`config.mk`:
```
export PLATFORM = sky130hd
export DESIGN_NAME = mm_bus_arbiter
export DESIGN_NICKNAME = d
export VERILOG_FILES = /design/src/rtl/mm_bus_arbiter_pkg.sv /design/src/rtl/mm_rr_pick.sv /design/src/rtl/mm_bus_arbiter.sv
export SDC_FILE = /design/constraint.sdc
export NUM_CORES = 1
export LEC_CHECK = 0
export CAP_MARGIN = 20
export CORE_AREA = 2 2 161 163
export DETAILED_ROUTE_END_ITERATION = 16
export DIE_AREA = 0 0 163 165
export PLACE_DENSITY = 0.6
export SYNTH_ARGS = -nofsm -noshare
export SYNTH_HDL_FRONTEND = slang
export SYNTH_SLANG_ARGS = --single-unit
export TNS_END_PERCENT = 5
```
`constraint.sdc`:
```
create_clock -name s_axi_aclk -period 3.25 [get_ports s_axi_aclk]
set_clock_uncertainty 0.1 [all_clocks]
set_input_delay 0.65 -clock s_axi_aclk [delete_from_list [all_inputs] [get_ports s_axi_aclk]]
set_output_delay 0.65 -clock s_axi_aclk [all_outputs]
set_load 0.1 [all_outputs]
```
`src/rtl/mm_bus_arbiter_pkg.sv`:
```
// Shared definitions for the mm bus arbiter: source indices and FSM state encoding.
// Latency: n/a (types and constants only).
// Backpressure: n/a.
package mm_bus_arbiter_pkg;

  // Source numbering; bit 0 set means a read channel, bit 1 set means requester 1.
  localparam logic [1:0] SRC_S0_WR = 2'd0;
  localparam logic [1:0] SRC_S0_RD = 2'd1;
  localparam logic [1:0] SRC_S1_WR = 2'd2;
  localparam logic [1:0] SRC_S1_RD = 2'd3;

  typedef enum logic {
    IDLE = 1'b0,
    BUSY = 1'b1
  } arb_state_e;

endpackage

```
`src/rtl/mm_rr_pick.sv`:
```
// Combinational 4-way round-robin picker: first requesting index at or after ptr, mod 4.
// Latency: purely combinational.
// Backpressure: none; valid is low when no request bit is set.
module mm_rr_pick (
  input  logic [3:0] req,
  input  logic [1:0] ptr,
  output logic       valid,
  output logic [1:0] idx
);

  logic [1:0] cand;

  // Scan from the farthest offset down so the closest requester to ptr is the last writer.
  always_comb begin
    valid = 1'b0;
    idx   = 2'd0;
    cand  = 2'd0;
    for (int k = 3; k >= 0; k--) begin
      cand = ptr + 2'(k);
      if (req[cand]) begin
        valid = 1'b1;
        idx   = cand;
      end
    end
  end

endmodule

```
`src/rtl/mm_bus_arbiter.sv`:
```
// Round-robin arbiter sharing one mm port between two requesters' wr and rd channels.
// Latency: grant one cycle after request in IDLE; one transfer per two cycles at best.
// Backpressure: granted source held until downstream ready or watchdog expiry.
module mm_bus_arbiter
  import mm_bus_arbiter_pkg::*;
#(
  parameter int              ADDR_BITS      = 32,
  parameter int              DATA_BITS      = 32,
  parameter int              DATA_BYTES     = DATA_BITS / 8,
  parameter int              TIMEOUT_CYCLES = 256,
  parameter logic [DATA_BITS-1:0] TIMEOUT_RDATA = 32'hDEAD_BEEF
) (
  input  logic                  s_axi_aclk,
  input  logic                  s_axi_aresetn,
  input  logic [ADDR_BITS-1:0]  s0_wr_addr,
  input  logic [DATA_BITS-1:0]  s0_wr_dout,
  input  logic [DATA_BYTES-1:0] s0_wr_be,
  input  logic                  s0_wr_en,
  output logic                  s0_wr_ready,
  input  logic [ADDR_BITS-1:0]  s0_rd_addr,
  input  logic                  s0_rd_en,
  output logic [DATA_BITS-1:0]  s0_rd_din,
  output logic                  s0_rd_ready,
  input  logic [ADDR_BITS-1:0]  s1_wr_addr,
  input  logic [DATA_BITS-1:0]  s1_wr_dout,
  input  logic [DATA_BYTES-1:0] s1_wr_be,
  input  logic                  s1_wr_en,
  output logic                  s1_wr_ready,
  input  logic [ADDR_BITS-1:0]  s1_rd_addr,
  input  logic                  s1_rd_en,
  output logic [DATA_BITS-1:0]  s1_rd_din,
  output logic                  s1_rd_ready,
  output logic [ADDR_BITS-1:0]  m_wr_addr,
  output logic [DATA_BITS-1:0]  m_wr_dout,
  output logic [DATA_BYTES-1:0] m_wr_be,
  output logic                  m_wr_en,
  input  logic                  m_wr_ready,
  output logic [ADDR_BITS-1:0]  m_rd_addr,
  output logic                  m_rd_en,
  input  logic [DATA_BITS-1:0]  m_rd_din,
  input  logic                  m_rd_ready,
  output logic [1:0]            grant_idx,
  output logic                  busy,
  output logic                  timeout_err,
  input  logic                  timeout_clr
);

  localparam bit          TO_EN   = (TIMEOUT_CYCLES > 0);
  localparam logic [31:0] TO_LAST = TO_EN ? 32'(TIMEOUT_CYCLES - 1) : 32'd0;

  arb_state_e  state_q, state_d;
  logic [1:0]  rr_ptr_q, rr_ptr_d;
  logic [1:0]  grant_q, grant_d;
  logic [31:0] cnt_q, cnt_d;
  logic        terr_q, terr_d;

  logic [3:0]  req;
  logic        pick_vld;
  logic [1:0]  pick_idx;
  logic        g_is_rd, req_g, raw_en, done, expire, ready_g;
  logic [DATA_BITS-1:0] rd_g;

  assign req = {s1_rd_en, s1_wr_en, s0_rd_en, s0_wr_en};

  mm_rr_pick u_pick (
    .req   (req),
    .ptr   (rr_ptr_q),
    .valid (pick_vld),
    .idx   (pick_idx)
  );

  // Odd source indices are read channels.
  assign g_is_rd     = grant_q[0];
  assign req_g       = req[grant_q];
  assign grant_idx   = grant_q;
  assign busy        = (state_q == BUSY);
  assign timeout_err = terr_q;

  // Downstream muxing, completion detection and routing of ready/data to the granted source.
  always_comb begin
    m_wr_addr   = '0;
    m_wr_dout   = '0;
    m_wr_be     = '0;
    m_wr_en     = 1'b0;
    m_rd_addr   = '0;
    m_rd_en     = 1'b0;
    s0_wr_ready = 1'b0;
    s0_rd_ready = 1'b0;
    s1_wr_ready = 1'b0;
    s1_rd_ready = 1'b0;
    s0_rd_din   = '0;
    s1_rd_din   = '0;
    raw_en      = 1'b0;
    done        = 1'b0;
    expire      = 1'b0;
    ready_g     = 1'b0;
    rd_g        = '0;
    if (state_q == BUSY) begin
      raw_en = req_g;
      if (!g_is_rd) begin
        m_wr_addr = grant_q[1] ? s1_wr_addr : s0_wr_addr;
        m_wr_dout = grant_q[1] ? s1_wr_dout : s0_wr_dout;
        m_wr_be   = grant_q[1] ? s1_wr_be   : s0_wr_be;
        done      = raw_en && m_wr_ready;
      end else begin
        m_rd_addr = grant_q[1] ? s1_rd_addr : s0_rd_addr;
        done      = raw_en && m_rd_ready;
      end
      // A downstream completion in the expiry cycle takes precedence over the watchdog.
      expire  = TO_EN && req_g && (cnt_q == TO_LAST) && !done;
      m_wr_en = !g_is_rd && raw_en && !expire;
      m_rd_en = g_is_rd && raw_en && !expire;
      ready_g = done || expire;
      rd_g    = expire ? TIMEOUT_RDATA : m_rd_din;
      case (grant_q)
        SRC_S0_WR: s0_wr_ready = ready_g;
        SRC_S0_RD: begin
          s0_rd_ready = ready_g;
          s0_rd_din   = rd_g;
        end
        SRC_S1_WR: s1_wr_ready = ready_g;
        default: begin
          s1_rd_ready = ready_g;
          s1_rd_din   = rd_g;
        end
      endcase
    end
  end

  // Next-state: grant in IDLE, retire on done/expiry, drop silently on a withdrawn request.
  always_comb begin
    state_d  = state_q;
    rr_ptr_d = rr_ptr_q;
    grant_d  = grant_q;
    cnt_d    = cnt_q;
    terr_d   = terr_q;
    if (timeout_clr) terr_d = 1'b0;
    if (expire)      terr_d = 1'b1;
    case (state_q)
      IDLE: begin
        if (pick_vld) begin
          grant_d = pick_idx;
          state_d = BUSY;
          cnt_d   = '0;
        end
      end
      default: begin
        if (!req_g) begin
          state_d = IDLE;
        end else if (done || expire) begin
          state_d  = IDLE;
          rr_ptr_d = grant_q + 2'd1;
        end else begin
          cnt_d = cnt_q + 32'd1;
        end
      end
    endcase
  end

  // State and bookkeeping registers.
  always_ff @(posedge s_axi_aclk or negedge s_axi_aresetn) begin
    if (!s_axi_aresetn) begin
      state_q  <= IDLE;
      rr_ptr_q <= 2'd0;
      grant_q  <= 2'd0;
      cnt_q    <= '0;
      terr_q   <= 1'b0;
    end else begin
      state_q  <= state_d;
      rr_ptr_q <= rr_ptr_d;
      grant_q  <= grant_d;
      cnt_q    <= cnt_d;
      terr_q   <= terr_d;
    end
  end

endmodule

```
==> impl_metrics.py <==
metrics = {
    "die": {
        "die_area_um2": 26900,
        "die_x_um": 163,
        "row_count": 58,
        "die_y_um": 165,
        "core_area_um2": 25000,
        "io_pins": 415,
        "initial_core_util_pct": 16.4,
    },
    "sta": {
        "rsz0062_at_grt": "yes",
        "slew_headroom_pct": 43.2,
        "final-hold-violation-count": 0,
        "finalCriticalPeriod_ns": 3.18,
        "setup_viol": 0,
        "worst_pin_slew_ns": 0.852,
        "fin_tns_setup_ns": 0,
        "fin_crit_sh_pct": 97.9,
        "max_freq_mhz": 314,
        "report.final.slew_viol_count": 0,
    },
    "clock_tree": {
        "clockBufferDepth": 2,
        "tritoncts": "yes",
        "cts_buffers": 5,
        "holdBufCountCts": 0,
        "path_clk_slew_ns": 0.06,
        "cts_root_buf": "clkbuf_16",
        "cts_htree_levels": 2,
        "insertion_delay_ns": 0.28,
        "clock_sinks": 38,
    },
    "cells_and_area": {
        "final_nets": 1236,
        "fin_util_pct": 44.3,
        "final_common_cell": "clkdlybuf4s50_1",
        "syn_to_final_growth_pct": 170,
        "layout_common_cells": "clkdlybuf4s50_1, buf_12, nor2_1",
        "final_cell_area_um2": 11100,
        "drive_gt1_share_pct": 31.2,
    },
    "grt": {
        "grt_use_met3_pct": 10.5,
        "grt_use_met1_pct": 21.8,
        "grt_max_degree": 101,
        "grt_use_total_pct": 20.0,
        "antenna_found_initial": 30,
        "overflow": 0,
        "grt_pass1_wl_mm": 39.1,
        "grt_pass1_vias": 5804,
        "met2_usage_pct": 34.2,
        "grt_most_used_layer": "met2",
    },
    "power_and_ir_drop": {
        "vdd.ir_drop.worst_v": 0.000689,
        "power_density_nw_per_um2": 949,
        "p_leak_nw": 4.45,
        "power_mw": 10.5,
    },
    "run": {
        "max-cap-violations": 0,
    },
    "route": {
        "viasPerCell": 4.53,
        "drt_iter0_drc": 291,
        "vias": 6004,
        "wirelength_mm": 29.0,
        "dr.pass1.iters": 4,
        "drc_errors": 0,
        "ant_nets": 0,
        "wl_per_cell_um": 21.8,
    },
    "setup_path": {
        "crit_arrival_ns": 2.43,
        "crit_slowest_cell": "dfrtp_1",
        "reg2reg_slack_ns": 0.64,
        "path_buf_inv": 4,
        "critPathLaunchType": "flop",
        "crit_top_cell": "buf_12",
        "crit_chain": "nor4_1 -> nand4_1 -> nor4_4 -> buf_4 -> buf_12 -> buf_12 -> nor2_4 -> nor2_2 -> buf_12",
        "worst-r2r-cell-count": 7,
        "worstSetupPathType": "reg -> out",
        "cpLargestDelayFamily": "simple AND/OR/NAND/NOR gates",
        "endpoint_kind": "output pin",
        "crit_fanout": 8,
        "r2r_end": "cnt_q[9]$_DFFE_PN0P_",
        "max_stage_delay_ns": 0.46,
        "critPathRequiredTime_ns": 2.50,
        "regToRegStartpoint": "cnt_q[9]$_DFFE_PN0P_",
    },
    "synthesis": {
        "synth_cell_types": 39,
        "synth-seq-cells": 38,
        "ys_warn_count": 0,
        "synthesis.area_um2": 4110,
        "synth_seq_area_share_pct": 23.1,
        "syn-num-nets": 814,
        "syn_avg_cell_area_um2": 7.24,
        "synthCells": 568,
    },
    "placed_design": {
        "dpl_cell_area_um2": 10600,
        "dp_hpwl_mm": 24.6,
        "gp_congestion": 0.822,
        "io_buffer_count": 414,
    },
    "min_path": {
        "worstHoldEndpoint": "cnt_q[7]$_DFFE_PN0P_",
        "hold_path.startpoint": "cnt_q[7]$_DFFE_PN0P_",
        "min_path_cells": 1,
        "worstHoldPathType": "reg -> reg",
    },
    "run_status": {
        "outcome": "finished, final reports clean",
    },
}
## where the power goes
| part | switching [mW] | internal [mW] | total (mW) |
|---|---|---|---|
| clock network | 0.193 | 0.304 | 0.497 |
| logic | 6.29 | 3.16 | 9.44 |
| registers | 0.0709 | 0.519 | 0.590 |
## metrics by stage
stage | worst slack (ns) | std cells | hold WS (ns)
4_1_cts | -0.0726 | 1313 | 0.404
5_1_grt | -0.0326 | 1323 | 0.413
3_5_place_dp | -0.542 | 1305 | 0.396
6_report | 0.0670 | 1326 | 0.401
3_3_place_gp | -0.562 | 1305 | 0.379
2_1_floorplan | -0.455 | 568 | 0.254
## layer usage
| layer | part of all wire, % | vias to the layer above |
|---|---|---|
| met3 | 13 | 66 |
| met2 | 49 | 299 |
| li1 | - | 2847 |
| met1 | 35 | 2754 |
| met4 | 2.6 | 38 |
| met5 | 0.84 | - |
## state kept, by name, summed over array words and instances (netlist names)
signal	flops
timeout_err	1
busy	1
cnt_q	32
grant_idx	2
rr_ptr_q	2
## Yosys cell counts
| cell | instances | area, um2 |
|---|---|---|
| o211ai_1 | 1 | 7.51 |
| dfrtp_1 | 38 | 951 |
| o21ai_2 | 1 | 8.76 |
| nor2_1 | 184 | 691 |
| and3_1 | 8 | 50.1 |
| nand4_1 | 9 | 56.3 |
| inv_1 | 7 | 26.3 |
| or4_1 | 14 | 105 |
| buf_1 | 11 | 41.3 |
| and3_4 | 1 | 11.3 |
| a41o_1 | 2 | 20.0 |
| o2111a_1 | 1 | 11.3 |
| o41ai_1 | 1 | 8.76 |
| o31ai_1 | 13 | 97.6 |
| clkbuf_1 | 22 | 82.6 |
| and4_1 | 4 | 35.0 |
| and2_1 | 19 | 119 |
| nand2_1 | 26 | 97.6 |
| nand3_1 | 17 | 85.1 |
| or2_2 | 2 | 12.5 |
| o21ai_0 | 14 | 70.1 |
| mux2_2 | 1 | 11.3 |
| ha_1 | 5 | 62.6 |
| o21ai_1 | 1 | 5.00 |
| or3_1 | 8 | 50.1 |
| nor4_1 | 7 | 43.8 |
| o2111ai_1 | 1 | 8.76 |
| a31oi_1 | 3 | 18.8 |
| nor4_4 | 1 | 21.3 |
| nand2b_1 | 2 | 12.5 |
| o221ai_1 | 1 | 8.76 |
| o311ai_0 | 1 | 8.76 |
| a21oi_1 | 25 | 125 |
| nand4bb_1 | 1 | 11.3 |
| mux4_2 | 1 | 22.5 |
| buf_2 | 6 | 30.0 |
| o2bb2ai_1 | 1 | 8.76 |
| o21a_1 | 2 | 15.0 |
| mux2i_1 | 106 | 1060 |
## cells by family (layout without fill, tap and decap cells)
group,after synthesis,in the layout,share of synthesized area (%)
AND/OR/NAND/NOR,303,303,34.1
multiplexers,108,108,26.6
AO/OA/AOI/OAI,68,68,10.3
buffers and inverters,46,469,4.38
flip-flops,38,38,23.1
adder cells (fa/ha/maj),5,5,1.52
other,0,5,0
## final cells by class
cell class / instances / area, um2
Clock inverter: 1 / 5.00
Tap cell: 330 / 413
Sequential cell: 38 / 957
Inverter: 7 / 26.3
Timing Repair Buffer: 454 / 6210
Multi-Input combinational cell: 484 / 3330
Clock buffer: 7 / 143
Fill cell: 2380 / 13900
Antenna cell: 5 / 12.5
## how the worst max path moves through the flow
stage                             startpoint             to  slack, ns  cells past startpoint
floorplan           grant_idx[1]$_DFFE_PN0P_  m_rd_addr[10]      -0.45                      5
global route           cnt_q[17]$_DFFE_PN0P_   s1_rd_din[0]      -0.03                      9
global placement                    s1_wr_en  s1_rd_din[24]      -0.56                      7
finish                  cnt_q[9]$_DFFE_PN0P_   s1_rd_din[0]       0.07                      9
detailed placement                  s1_wr_en  s1_rd_din[24]      -0.54                      7
CTS                               m_rd_ready   s1_rd_din[7]      -0.07                     11
## what timing repair did
item,4_1_cts,5_1_grt
pin swaps,9,14
resized for setup,11,53
buffers inserted,0,7
setup endpoints to repair,69,67
cloned,0,1
Note: power is estimated with default switching activity, not from simulation.
